### config.mk
export PLATFORM = sky130hd
export DESIGN_NAME = a23_wb_arbiter
export DESIGN_NICKNAME = d
export VERILOG_FILES = /design/src/rtl/a23_wb_arbiter.sv
export SDC_FILE = /design/constraint.sdc
export NUM_CORES = 1
export LEC_CHECK = 0
export ABC_AREA = 1
export CAP_MARGIN = 20
export CORE_AREA = 2 2 125 127
export CTS_CLUSTER_DIAMETER = 120
export DETAILED_ROUTE_END_ITERATION = 7
export DIE_AREA = 0 0 127 129
export PLACE_DENSITY_LB_ADDON = 0.2
export SLEW_MARGIN = 20
export SYNTH_ARGS = -nofsm -noshare
export SYNTH_HDL_FRONTEND = slang
export SYNTH_SLANG_ARGS = --single-unit
### constraint.sdc
create_clock -name i_clk -period 2.2 [get_ports i_clk]
set_input_delay 0.66 -clock i_clk [delete_from_list [all_inputs] [get_ports i_clk]]
set_output_delay 0.66 -clock i_clk [all_outputs]
set_load 0.01 [all_outputs]
### src/rtl/a23_wb_arbiter.sv
// Two-master, one-slave Wishbone arbiter for the Amber23 system bus.
// Registered round-robin grant held for the whole cycle, with a strobe watchdog.
module a23_wb_arbiter #(
   parameter int TIMEOUT_CYCLES = 64,
   parameter int CNT_W          = 8
) (
   input  logic        i_clk,
   input  logic        globrst_n,
   input  logic [31:0] i_m0_adr,
   input  logic [3:0]  i_m0_sel,
   input  logic        i_m0_we,
   input  logic [31:0] i_m0_dat,
   input  logic        i_m0_cyc,
   input  logic        i_m0_stb,
   output logic [31:0] o_m0_dat,
   output logic        o_m0_ack,
   output logic        o_m0_err,
   input  logic [31:0] i_m1_adr,
   input  logic [3:0]  i_m1_sel,
   input  logic        i_m1_we,
   input  logic [31:0] i_m1_dat,
   input  logic        i_m1_cyc,
   input  logic        i_m1_stb,
   output logic [31:0] o_m1_dat,
   output logic        o_m1_ack,
   output logic        o_m1_err,
   output logic [31:0] o_s_adr,
   output logic [3:0]  o_s_sel,
   output logic        o_s_we,
   output logic [31:0] o_s_dat,
   output logic        o_s_cyc,
   output logic        o_s_stb,
   input  logic [31:0] i_s_dat,
   input  logic        i_s_ack,
   input  logic        i_s_err,
   output logic [1:0]  o_grant,
   output logic        o_timeout
);

   typedef enum logic [1:0] {IDLE, GNT0, GNT1} state_t;

   localparam logic [CNT_W-1:0] FIRE_AT = CNT_W'(TIMEOUT_CYCLES - 1);

   state_t           state_q, state_d;
   logic             last_gnt_q, last_gnt_d;
   logic [CNT_W-1:0] cnt_q, cnt_d;
   logic             gnt0, gnt1;
   logic             mCyc, mStb, stbAct, wdErr;

   always_ff @(posedge i_clk) begin
      if (!globrst_n) begin
         state_q    <= IDLE;
         last_gnt_q <= 1'b1;
         cnt_q      <= '0;
      end else begin
         state_q    <= state_d;
         last_gnt_q <= last_gnt_d;
         cnt_q      <= cnt_d;
      end
   end

   // On a tie the master that was not granted last time wins.
   always_comb begin
      state_d    = state_q;
      last_gnt_d = last_gnt_q;
      case (state_q)
         IDLE: begin
            if (i_m0_cyc && (!i_m1_cyc || last_gnt_q)) begin
               state_d    = GNT0;
               last_gnt_d = 1'b0;
            end else if (i_m1_cyc) begin
               state_d    = GNT1;
               last_gnt_d = 1'b1;
            end
         end
         GNT0:    if (!i_m0_cyc) state_d = IDLE;
         GNT1:    if (!i_m1_cyc) state_d = IDLE;
         default: state_d = IDLE;
      endcase
   end

   // Grants are qualified with reset so every output reads zero while it is held.
   assign gnt0 = (state_q == GNT0) && globrst_n;
   assign gnt1 = (state_q == GNT1) && globrst_n;

   always_comb begin
      o_s_adr = '0;
      o_s_sel = '0;
      o_s_we  = 1'b0;
      o_s_dat = '0;
      mCyc    = 1'b0;
      mStb    = 1'b0;
      if (gnt0) begin
         o_s_adr = i_m0_adr;
         o_s_sel = i_m0_sel;
         o_s_we  = i_m0_we;
         o_s_dat = i_m0_dat;
         mCyc    = i_m0_cyc;
         mStb    = i_m0_stb;
      end else if (gnt1) begin
         o_s_adr = i_m1_adr;
         o_s_sel = i_m1_sel;
         o_s_we  = i_m1_we;
         o_s_dat = i_m1_dat;
         mCyc    = i_m1_cyc;
         mStb    = i_m1_stb;
      end
   end

   assign stbAct = mCyc && mStb;
   assign wdErr  = stbAct && (cnt_q == FIRE_AT) && !i_s_ack;

   // The counter only runs over an unbroken, unanswered strobe within one grant.
   always_comb begin
      cnt_d = '0;
      if (stbAct && !i_s_ack && !i_s_err && !wdErr && (state_d == state_q))
         cnt_d = cnt_q + 1'b1;
   end

   assign o_s_cyc   = mCyc;
   assign o_s_stb   = stbAct && !wdErr;
   assign o_timeout = wdErr;
   assign o_grant   = {gnt1, gnt0};

   assign o_m0_dat = gnt0 ? i_s_dat : 32'h0;
   assign o_m0_ack = gnt0 && i_s_ack;
   assign o_m0_err = gnt0 && (i_s_err || wdErr);
   assign o_m1_dat = gnt1 ? i_s_dat : 32'h0;
   assign o_m1_ack = gnt1 && i_s_ack;
   assign o_m1_err = gnt1 && (i_s_err || wdErr);

endmodule

==> flow_summary.yaml <==
run_status:
  outcome: "finished with violations"
  violations: "setup timing"
placed_design:
  portBuffers: 319
  place.gp.congestion: 0.7421
  dp.cells: 793
  dp.final_hpwl_um: 10850
  place_ws_ns: -1.172
routing:
  drt_pre_antenna_iters: 4
  wirelength_um: 15290
  first_iter_violations: 105
  postRouteAntennaNets: 0
  dr_total_vias: 3623
  viasPerCell: 4.203
  wire_per_inst_um: 17.74
  route.detailed.drc: 0
synth:
  syn_area_um2: 1628
  synthXorXnorAreaFrac_pct: 3.228
  syn_area_per_cell_um2: 6.166
  ys_seq_area_share_pct: 13.53
  synthSimpleGateAreaFrac_pct: 26.44
  synthAdderAreaFrac_pct: 0.7686
  synth.net_count: 443
  synth.ff_latch_count: 11
  yosysUniqueCellTypes: 22
  synth_top_family_by_area: "compound AO/OA/AOI/OAI gates"
  synth_compound_area_share_pct: 38.82
  synthMuxAreaShare_pct: 0
  ys_warn_count: 0
  syn-instance-count: 264
die:
  placementRows: 45
  core_region_area_um2: 14980
  fp.dieW_um: 127
  io_pins: 320
  die_h_um: 129
  design.die.area_um2: 16380
  initial_core_util_pct: 10.87
timing:
  hold_viol: 0
  slew_viol_final: 0
  fmax_mhz: 409.9
  slew_headroom_pct: 77.42
  setup_violations: 139
  clock_skew_ns: 0.001454
  rsz0062_at_grt: "yes"
  min_period_over_period_pct: 110.9
  worst_slack_ns: -0.2399
  worst_pin_slew_ns: 0.3378
  fin_crit_ns: 2.440
global_routing:
  antenna_found_initial: 0
  grt_pass1_wl_um: 19780
  grt_max_degree: 30
  gr-total-overflow: 0
  grt_usage_pct: 15.50
  grt_pass1_vias: 3556
critical_path:
  cp_slowest_cell: "nor2_4"
  crit_chain: "buf_12 > nand2_8 > nor2_4 > buf_8 > buf_12 > buf_16 > buf_12 > inv_16 > nor2_2 > buf_2"
  reg2reg_to: "cnt_q[7]"
  required_ns: 1.54
  path_common_cell: "buf_12"
  worstReg2RegStart: "state_q[1]"
  critical_path_class: "input pin to output pin"
  cp.arrival_ns: 1.78
  cp_slowest_stage_delay_ns: 0.19
  ff2ff_path_depth: 11
  end_kind: "output pin"
  startpoint_type: "input pin"
  cp_max_fo: 8
  rrSetupSlack_ns: 0.55
clock_network:
  cts_num_sinks: 11
  cts_tree: "built"
  clkSlewWorstSetupHoldPaths_ns: 0.04
  numCtsBuffers: 3
  cts-root-buf: "clkbuf_16"
  clkLatencyLatePin_ns: 0.24
  clk_path_buf_depth: 2
  htreeDepth: 1
finish:
  drive_gt1_share_pct: 51.04
  diodes: 0
  fin_util_pct: 45.21
  fin_nets: 854
  final_cells: 862
  fillers: 1487
  multiInputGateArea_um2: 1674
  final_cell_mix: "clkdlybuf4s50_1 (171), buf_6 (119), a22o_1 (62), buf_2 (56), nor2_4 (54)"
  final_common_cell: "clkdlybuf4s50_1"
  area_growth_pct: 316.0
  ff_latch_area_um2: 221.5
hold_path:
  hold_path_end: "cnt_q[0]"
  hp-start: "cnt_q[0]"
  whs_path_depth: 2
  hold_class: "flip-flop to flip-flop"
power:
  powerDensity_nw_per_um2: 224.2
  irDropWorstVdd_mv: 0.1799
  p_leak_nw: 3.167
run:
  max_cap_violations: 0
-- critical path: cells and delay by family --
family / cells / cell delay (ns)
buffers and inverters: 7 / 0.79
and+or+nand+nor: 3 / 0.31
-- state kept, by name, summed over array words and instances (netlist names) --
name        cells
cnt_q           8
last_gnt_q      1
state_q         2
-- where the power goes --
group          internal (mW)  total [mW]  switching [mW]  leakage, nW
logic                  0.605       0.972           0.367         3.04
clock network          0.241       0.336          0.0953       0.0409
registers              0.205       0.210         0.00539       0.0896
-- worst max-delay path by stage --
stage / start / end / slack, ns / cells after the start
after global placement: globrst_n / o_s_sel[0] / -1.17 / 7
final: globrst_n / o_m1_dat[31] / -0.24 / 10
after global routing: globrst_n / o_m1_dat[31] / -0.30 / 10
after detailed placement: globrst_n / o_s_sel[0] / -1.17 / 7
after CTS: globrst_n / o_m1_dat[27] / -0.37 / 12
after floorplan: i_m1_cyc / o_s_stb / 0.11 / 7
-- synthesized netlist by cell type (all sizes together) --
master  count  area, µm²
nor2       82      310.3
a22o       69      604.3
inv        46      172.7
buf        16      85.08
dfxtp      11      220.2
nand2      10      40.04
clkbuf      6      22.52
nand4       5      31.28
nand3       4      20.02
xnor2       3      26.28
xor2        3      26.28
a21oi       2      10.01
nor3        2      21.27
o21ai       2      10.01
ha          1      12.51
nor3b       1      7.510
o211ai      1      7.510
-- stage by stage --
| stage | power [mW] | TNS [ns] | hold slack (ns) | area (µm²) |
|---|---|---|---|---|
| after floorplan | 0.4003 | 0 | 0.4176 | 1633 |
| after global placement | 0.9790 | -148.53 | 0.4825 | 5376 |
| after detailed placement | 0.9811 | -150.44 | 0.5077 | 5376 |
| after CTS | 1.403 | -25.21 | 0.5176 | 5819 |
| after global routing | 1.595 | -24.17 | 0.5560 | 6771 |
| final | 1.518 | -18.20 | 0.5108 | 6771 |
-- layout make-up --
cell class	instances	share of cell area, %
clock buffers	3	1.109
clock inverters	1	0.07391
inverters	46	2.938
multi-input cells	185	24.72
flip-flops and latches	11	3.271
well taps	188	3.474
repair buffers	425	63.51
repair inverters	3	0.9054
-- per-layer routing --
metal	wire, µm	GRT usage (%)	part of all wire [%]	up-vias
li1	-	-	-	1720
met1	5388	16.98	35	1673
met2	8243	30.36	54	206
met3	1390	3.992	9.1	24
met4	265	2.586	1.7	0
met5	0	0	0	-
-- what timing repair did --
item                                    in CTS  in global routing
gates resized for setup                    686                218
hold buffers                                 0                  0
endpoints found under the setup margin     150                141
buffers inserted                            33                 34
pin swaps                                   50                 47
gates cloned                                 7                  6
-- logic make-up (layout without fill, tap and decap cells) --
family	Yosys count	after routing
AOI/OAI and AO/OA	74	74
xor gates and xnor gates	6	6
adders and majority gates	1	1
buffers and inverters	68	478
DFF	11	11
and+or+nand+nor	104	104
(Power assumes the default switching activity.)
